$ cat src/rtl/neuron_mac_pkg.sv
// Shared Q6.10 constants, FSM encoding and fixed-point helper for the
// neuron datapath (MAC stage and the downstream sigmoid stage).
package neuron_mac_pkg;

    localparam int DATA_W = 16;
    localparam int FRAC_W = 10;
    localparam int PROD_W = 2 * DATA_W - FRAC_W;

    localparam logic [DATA_W-1:0] Q_ONE = 16'h0400;
    localparam logic [DATA_W-1:0] Q_MAX = 16'h7FFF;
    localparam logic [DATA_W-1:0] Q_MIN = 16'h8000;

    localparam logic [1:0] ST_IDLE = 2'd0;
    localparam logic [1:0] ST_ACC  = 2'd1;
    localparam logic [1:0] ST_SAT  = 2'd2;
    localparam logic [1:0] ST_OUT  = 2'd3;

    typedef logic [DATA_W-1:0] q_t;

    // Full signed Q6.10 x Q6.10 product, rescaled to Q.10 by an arithmetic
    // shift (floor). All 22 remaining bits are kept, so nothing wraps here.
    function automatic logic signed [PROD_W-1:0] q_mul_raw(input q_t a, input q_t b);
        logic signed [2*DATA_W-1:0] p;
        p = $signed(a) * $signed(b);
        return p[2*DATA_W-1:FRAC_W];
    endfunction

endpackage

$ cat src/rtl/neuron_mac_if.sv
// Control, input-stream and output-stream signals of the neuron MAC stage.
// master = the side feeding pairs and consuming the result, slave = the MAC.
interface neuron_mac_if;
    import neuron_mac_pkg::*;

    logic start;
    q_t   bias;
    logic in_valid;
    logic in_ready;
    q_t   x_in;
    q_t   w_in;
    logic out_valid;
    logic out_ready;
    q_t   out_data;
    logic busy;

    modport master (
        output start, bias, in_valid, x_in, w_in, out_ready,
        input  in_ready, out_valid, out_data, busy
    );

    modport slave (
        input  start, bias, in_valid, x_in, w_in, out_ready,
        output in_ready, out_valid, out_data, busy
    );

endinterface

$ cat src/rtl/neuron_mac_sat_narrow.sv
// Combinational signed saturating narrower, IN_W bits down to Q6.10.
// Also used for the sigmoid input clamp.
module neuron_mac_sat_narrow
    import neuron_mac_pkg::*;
#(
    parameter int IN_W = 32
) (
    input  logic signed [IN_W-1:0] din,
    output logic [DATA_W-1:0]      dout
);

    // din fits in 16 bits exactly when every bit above bit 14 equals the sign.
    logic in_range;
    assign in_range = (din[IN_W-1:DATA_W-1] == {(IN_W-DATA_W+1){din[IN_W-1]}});

    // Pass through when representable, otherwise clamp toward the sign.
    always_comb begin
        dout = din[DATA_W-1:0];
        if (!in_range) begin
            dout = din[IN_W-1] ? Q_MIN : Q_MAX;
        end
    end

endmodule

$ cat src/rtl/neuron_mac.sv
// Sequential multiply-accumulate for one neuron: bias + sum(x*w) over N_IN
// Q6.10 pairs, saturated to Q6.10 and handed downstream on valid/ready.
//
// state    | meaning
// ---------+------------------------------------------------
// ST_IDLE  | waiting for start, bias captured on start
// ST_ACC   | accepting (x, w) beats until N_IN are consumed
// ST_SAT   | one cycle: narrow accumulator into out_data
// ST_OUT   | out_data held until downstream takes it
module neuron_mac
    import neuron_mac_pkg::*;
#(
    parameter int N_IN  = 16,
    parameter int ACC_W = 32
) (
    input  logic         clk,
    input  logic         rst,
    neuron_mac_if.slave  bus
);

    localparam int CNT_W = (N_IN > 1) ? $clog2(N_IN) : 1;
    localparam logic [CNT_W-1:0] CNT_LAST = CNT_W'(N_IN - 1);

    logic [1:0]               state;
    logic signed [ACC_W-1:0]  acc;
    logic [CNT_W-1:0]         count;
    logic signed [PROD_W-1:0] prod_q;
    logic [DATA_W-1:0]        sat_val;

    assign prod_q       = q_mul_raw(bus.x_in, bus.w_in);
    assign bus.in_ready = (state == ST_ACC);
    assign bus.busy     = (state != ST_IDLE);

    neuron_mac_sat_narrow #(.IN_W(ACC_W)) u_sat (
        .din  (acc),
        .dout (sat_val)
    );

    // Sequencer and datapath registers; the accumulator is wide enough that
    // only the final narrowing can saturate.
    always_ff @(posedge clk) begin
        if (rst) begin
            state         <= ST_IDLE;
            acc           <= '0;
            count         <= '0;
            bus.out_valid <= 1'b0;
            bus.out_data  <= '0;
        end else begin
            case (state)
                ST_IDLE: begin
                    if (bus.start) begin
                        acc   <= ACC_W'($signed(bus.bias));
                        count <= '0;
                        state <= ST_ACC;
                    end
                end
                ST_ACC: begin
                    if (bus.in_valid) begin
                        acc   <= acc + ACC_W'(prod_q);
                        count <= count + 1'b1;
                        if (count == CNT_LAST) begin
                            state <= ST_SAT;
                        end
                    end
                end
                ST_SAT: begin
                    bus.out_data  <= sat_val;
                    bus.out_valid <= 1'b1;
                    state         <= ST_OUT;
                end
                ST_OUT: begin
                    if (bus.out_ready) begin
                        bus.out_valid <= 1'b0;
                        state         <= ST_IDLE;
                    end
                end
                default: state <= ST_IDLE;
            endcase
        end
    end

endmodule
$ cat src/flat_wrapper.sv
// flat-port wrapper written by rule: the top's interface ports become plain ports
module neuron_mac_flat import neuron_mac_pkg::*;
#(
    parameter int N_IN  = 16,
    parameter int ACC_W = 32
)
  (clk, rst, bus_start, bus_bias, bus_in_valid, bus_x_in, bus_w_in, bus_out_ready, bus_in_ready, bus_out_valid, bus_out_data, bus_busy);
  neuron_mac_if bus_i ();
  input  logic clk;
  input  logic rst;
  input wire logic [$bits(bus_i.start)-1:0] bus_start;
  input wire logic [$bits(bus_i.bias)-1:0] bus_bias;
  input wire logic [$bits(bus_i.in_valid)-1:0] bus_in_valid;
  input wire logic [$bits(bus_i.x_in)-1:0] bus_x_in;
  input wire logic [$bits(bus_i.w_in)-1:0] bus_w_in;
  input wire logic [$bits(bus_i.out_ready)-1:0] bus_out_ready;
  output wire logic [$bits(bus_i.in_ready)-1:0] bus_in_ready;
  output wire logic [$bits(bus_i.out_valid)-1:0] bus_out_valid;
  output wire logic [$bits(bus_i.out_data)-1:0] bus_out_data;
  output wire logic [$bits(bus_i.busy)-1:0] bus_busy;
  assign bus_i.start = bus_start;
  assign bus_i.bias = bus_bias;
  assign bus_i.in_valid = bus_in_valid;
  assign bus_i.x_in = bus_x_in;
  assign bus_i.w_in = bus_w_in;
  assign bus_i.out_ready = bus_out_ready;
  assign bus_in_ready = bus_i.in_ready;
  assign bus_out_valid = bus_i.out_valid;
  assign bus_out_data = bus_i.out_data;
  assign bus_busy = bus_i.busy;
  neuron_mac #(.N_IN(N_IN), .ACC_W(ACC_W)) u_core (.clk(clk), .rst(rst), .bus(bus_i));
endmodule
$ cat config.mk
export PLATFORM = sky130hd
export DESIGN_NAME = neuron_mac_flat
export DESIGN_NICKNAME = d
export VERILOG_FILES = /design/src/rtl/neuron_mac_pkg.sv /design/src/rtl/neuron_mac_if.sv /design/src/rtl/neuron_mac_sat_narrow.sv /design/src/rtl/neuron_mac.sv /design/src/flat_wrapper.sv
export SDC_FILE = /design/constraint.sdc
export NUM_CORES = 1
export LEC_CHECK = 0
export ABC_AREA = 1
export BUFFER_PORTS_ARGS = -buffer_cell sky130_fd_sc_hd__buf_2
export CORE_MARGIN = 1.5
export CORE_UTILIZATION = 40
export CTS_CLUSTER_DIAMETER = 200
export DETAILED_ROUTE_END_ITERATION = 7
export PLACE_DENSITY_LB_ADDON = 0.15
export SYNTH_ARGS = -nofsm -noshare
export SYNTH_HDL_FRONTEND = slang
export SYNTH_SLANG_ARGS = --single-unit
$ cat constraint.sdc
create_clock -name clk -period 12.8 [get_ports clk]
set_clock_uncertainty 0.1 [all_clocks]
set_input_delay 2.56 -clock clk [delete_from_list [all_inputs] [get_ports clk]]
set_output_delay 2.56 -clock clk [all_outputs]
set_load 0.02 [all_outputs]
## Yosys cells after proc, flatten, opt, wreduce, memory -nomap -nowiden

Index checks and enable logic that the tools add are counted.

- Add/sub/neg operators: 2
- Multipliers: 1
- Div/mod/pow operators: 0
- $lt $le $gt $ge: 0
- Eq/ne operators: 9
- Shifts and indexed selects: 0
- Muxes and demuxes: 15
- Bitwise operators: 0
- Reductions and logical operators: 7

Operators by type and width:

| cell | count |
|---|---|
| $mux W32 | 2 |
| $pmux W32 S2 | 1 |
| $add A32 B22 Y32 | 1 |
| $mul A16 B16 Y32 | 1 |
| $mux W16 | 2 |
| $eq A16 B16 Y1 | 1 |
| $mux W2 | 4 |
| $mux W4 | 2 |
| $pmux W2 S4 | 1 |
| $pmux W4 S2 | 1 |
| $ne A2 B2 Y1 const B | 3 |
| $reduce_bool A2 Y1 | 3 |
| $add A4 B1 Y4 const B | 1 |
| $eq A2 B2 Y1 const B | 2 |
| $eq A4 B4 Y1 const B | 1 |
| $reduce_and A4 Y1 | 1 |
| $reduce_and A3 Y1 | 1 |
| $eq A2 B1 Y1 const B | 1 |
| $logic_not A2 Y1 | 1 |
| $ne A2 B1 Y1 const B | 1 |
| $pmux W1 S2 | 1 |
| $reduce_and A2 Y1 | 1 |
| $mux W1 | 1 |

- Flip-flop bits (word level): 55
- Latch bits: 0
- Bits in writable memories: 0
- Bits in read-only memories: 0
- Logic and storage cells: 39
- Memories kept: 0

## Logic depth before layout (Yosys ltp)

- Depth in word-level cells: 4
- Mapped depth: 41
- Gate-level depth less buffers: 39

## Hierarchy

A second synthesis with hierarchy kept.

- Cells, all modules: 1941
- Area, all modules: 14481.4 um^2

Modules (own cells, without submodules):

| module | times used | cells an instance | area an instance (um^2) | seq. area each (um^2) |
|---|---|---|---|---|
| neuron_mac | 1 | 1874 | 14141.1 | 1101.1 |
| neuron_mac_sat_narrow | 1 | 67 | 340.3 | 0.0 |

## Worst setup path before layout

Ideal clock, no wire load.

- Path type: in2reg
- Start point: input bus_w_in[5]
- End point: register u_core.acc[25]
- Arrival: 9.120 ns
- Setup slack: 3.452 ns
- Cell stages on the path: 32
- Buffers on the path: 3
- Path through: clkbuf_1 -> clkbuf_1 -> nand2_1 -> fa_1 -> inv_1 -> fa_1 -> fa_1 -> fa_1 -> fa_1 -> inv_1 -> fa_1 -> inv_1 -> ha_1 -> clkbuf_1 -> a21oi_1 -> inv_1 -> a31oi_1 -> o221ai_1 -> a21oi_1 -> o21ai_0 -> xor2_1 -> ha_1 -> a21o_1 -> a21oi_1 -> inv_1 -> a21oi_1 -> nand3_1 -> nand2_1 -> nand2_1 -> or2_2 -> nand3_1 -> a21oi_1

- Cells in the longest elaborated chain, start to end: 4

RTL lines:

| what | line | source |
|---|---|---|
| start, declared | flat_wrapper.sv:15 | `input wire logic [$bits(bus_i.w_in)-1:0] bus_w_in;` |
| $mul A16 B16 Y32 | neuron_mac_pkg.sv:24 | `p = $signed(a) * $signed(b);` |
| $add A32 B22 Y32 | neuron_mac.sv:59 | `acc <= acc + ACC_W'(prod_q);` |
| $mux W32 | neuron_mac.sv:58 | `if (bus.in_valid) begin` |
| $pmux W32 S2 | neuron_mac.sv:49 | `case (state)` |
| end signal, assigned | neuron_mac.sv:52 | `acc <= ACC_W'($signed(bus.bias));` |
| end signal, assigned | neuron_mac.sv:59 |  |
| end, declared | neuron_mac.sv:25 | `logic signed [ACC_W-1:0] acc;` |

Every way passes these cells. The select of a mux whose other input is x is not followed.
A chain may end at the register's enable or synchronous reset.

## Final worst setup path

- Start point: input bus_w_in[1]
- End point: register u_core.acc[25]

The elaborated chain is that of the path after synthesis.

==> impl_results.md <==
* Status: finished, final reports clean
* GR Util met1 at 28.7%
* Met3 GRT Util at 1.36%
* Largest family of logic cells by synthesized area: adder cells
* CP startpoint kind: input port
* RSZ-0062 raised after global routing: no
* Layout cells sized above 1 at 5.82%
* Placed Instances at 2430
* Total GRT Usage at 21.1%
* Root buf cell: clkbuf_16
* CORE AREA at 0.0356 mm2
* CTS tree: yes
* Worst Hold Class: flip-flop to flip-flop
* Mapped Area at 0.0144 mm2
* Nets at 2410
* Ys async rst share at 0%
* # fillers at 3823
* Critical path data required time at 12.86 ns
* Synth Area in Compound Gates at 9.38%
* Max-cap violations at 0
* Largest fanout on the critical path at 15
* Via count at 11839
* Reg clk slew, reported paths at 0.08 ns
* Cell taking the most area after synthesis: fa_1
* Max incr delay on CP at 0.90 ns
* HP Start: u_core.bus.out_data[15]
* CTS Sinks at 55
* Post-synthesis mux area share at 0%
* Ranking of synthesized cells by area: fa_1 (36%), inv_1 (13%), nand2_1 (11%)
* Yosys warns at 0
* Initial antenna violation count at 0
* Commonest cells in the netlist: inv_1 (514), nand2_1 (431), fa_1 (262)
* Top cell by count, worst path: fa_1
* Clk buf depth at 2
* Area Growth Syn to Fin at 5.49%
* Grt met2 use at 38.1%
* Die width at 193 um
* Delay-heaviest family, CP: adder cells
* Final RePlAce weighted congestion at 0.913
* WS Path Type: input port to flip-flop
* CP Buf/Inv Count at 4
* DRC at 0
* Largest net degree at the start of global routing at 33
* H-tree depth at 2
* Synth Flop Type: dfxtp_1
* Mapped Cells at 1972
* Final WS setup at 2.87 ns
* Cell variety after synth at 45
* Initial Utilization at 40.6%
* Non-Filler Instances at 2438
* Hold Path Cell Cnt at 2
* Register area at 0.00110 mm2
* Adder-Cell Fraction of Synth Area at 46.6%
* Reg2reg end: u_core.acc[5]
* Footprint of the multi-input gates at 0.0111 mm2
* Setup violations, final at 0
* IO Port Bufs at 71
* # rows at 69
* Post-synth top area share at 36.3%
* Clock latency at the later pin of the worst-skew pair at 0.31 ns
* Hold path endpoint: u_core.bus.out_data[15]
* Setup bufs post-CTS at 0
* Drt pass-1 iters at 5
* Critical Path AT at 10.00 ns
* Post-DP HPWL at 31.1 mm
* Simple-gate portion of the synthesized area at 19.0%
* N_diodes at 0
* Most numerous cell in the Yosys netlist: inv_1
* Maximum clock rate at 101 MHz
* Worst R2R Setup Slack at 9.80 ns
* Tmin final at 9.93 ns
* Synth Net Count at 2406
* GRT busiest layer: met2
* Critical-path top delay cell: fa_1
* Rel. slew slack at 41.3%
* R2R cell count at 13
* DP Worst Slack at 2.56 ns
* Max-slew violation count at 0
* Post-route ant nets at 0
* Wire per inst at 15.1 um
* Vias per std cell at 4.86
* Wire length of the first global-routing pass at 62.7 mm
* Die area at 0.0372 mm2
* Wirelength, routed at 36.7 mm
* Total CTS buffers at 5
* Post-CTS Resized at 0
* Reg-to-Reg Start: u_core.state[1]
* Starting DRT DRC Count at 556
* Vias in the first global route at 12512
* Synth Area per Inst at 7.32 um2
* Io pins at 72
* XOR/XNOR share of the synthesized area at 1.88%
* Post-synth EDFFs at 0
* Hold Fails Final Rpt at 0
* Sequential area share after synthesis at 7.63%
* Least-Margin Pin Slew at 0.880 ns
* CP Capture Type: flip-flop
* Crit share post-route at 77.6%
* Die height at 193 um
* Setup TNS at 0 ns
* Yosys reg bits at 55
* Hold_buf cts at 0
* GR Overflow Total at 0
==> kinds of logic (layout without fill, tap and decap cells) <==
kind of cell | after synthesis | count (layout)
AOI/OAI and AO/OA | 243 | 243
xor gates and xnor gates | 31 | 31
adders and majority gates | 381 | 381
buffers and inverters | 591 | 596
DFF | 55 | 55
and+or+nand+nor | 671 | 671
==> metrics by stage <==
stage                     utilization (%)  cell area (um2)  hold slack, ns
final                                42.8            15200           0.372
after global routing                 42.8            15200           0.380
after CTS                            42.8            15200           0.373
after detailed placement             42.4            15100           0.362
after global placement               42.4            15100           0.354
after floorplan                         -            14400           0.348
==> cell usage in the layout, fill, tap and decap left out, types with 4 or more instances in the layout <==
cell type,instances
buf_2,71
clkbuf_16,5
inv_1,514
nand3b_1,5
nand2_2,11
a22oi_1,6
a31oi_1,6
o21ai_1,4
nand2_1,431
xor2_1,19
o21ai_2,4
a21o_1,9
nor2_1,135
dfxtp_1,55
or2_2,8
o21bai_1,5
o21ai_0,80
o21a_1,5
ha_1,119
xnor2_1,12
nor3_1,12
nand3_1,47
nand4_1,9
nor4_1,4
a21oi_1,111
fa_1,262
==> worst max-delay path by stage <==
stage                startpoint              to  slack, ns  cells past startpoint
floorplan           bus_w_in[5]  u_core.acc[25]       3.45                     32
global placement    bus_w_in[1]  u_core.acc[24]       2.55                     29
detailed placement  bus_w_in[1]  u_core.acc[26]       2.56                     32
CTS                 bus_w_in[1]  u_core.acc[26]       2.87                     32
global route        bus_w_in[1]  u_core.acc[26]       2.31                     32
finish              bus_w_in[1]  u_core.acc[25]       2.87                     28
==> registers in the layout (all words and copies together), names as in the netlist <==
signal and cells:
u_core.acc 32, u_core.bus.out_valid 1, u_core.count 4, u_core.bus.out_data 16, u_core.state 2
==> layer usage <==
| metal | vias to the layer above | part of all wire [%] |
|---|---|---|
| met2 | 165 | 50 |
| met5 | - | 0 |
| li1 | 5844 | - |
| met4 | 0 | 0.76 |
| met3 | 23 | 2.9 |
| met1 | 5807 | 46 |
==> tightest hold or removal path, delay by kind of cell (launching register included) <==
family | cells | cell delay [ns]
AO/OA/AOI/OAI | 1 | 0.05
flip-flops | 1 | 0.32
AND/OR/NAND/NOR | 1 | 0.06
==> area by class of cell <==
| type | instances | share of cell area, % |
|---|---|---|
| Timing Repair Buffer | 72 | 2.38 |
| Tap cell | 461 | 3.79 |
| Clock buffer | 6 | 0.912 |
| Inverter | 516 | 12.7 |
| Sequential cell | 55 | 7.23 |
| Multi-Input combinational cell | 1326 | 72.9 |
| Clock inverter | 2 | 0.107 |
Power is left out: the tool's default activity adds up to more than one toggle a clock period on the data nets, which glitch-free logic cannot reach.
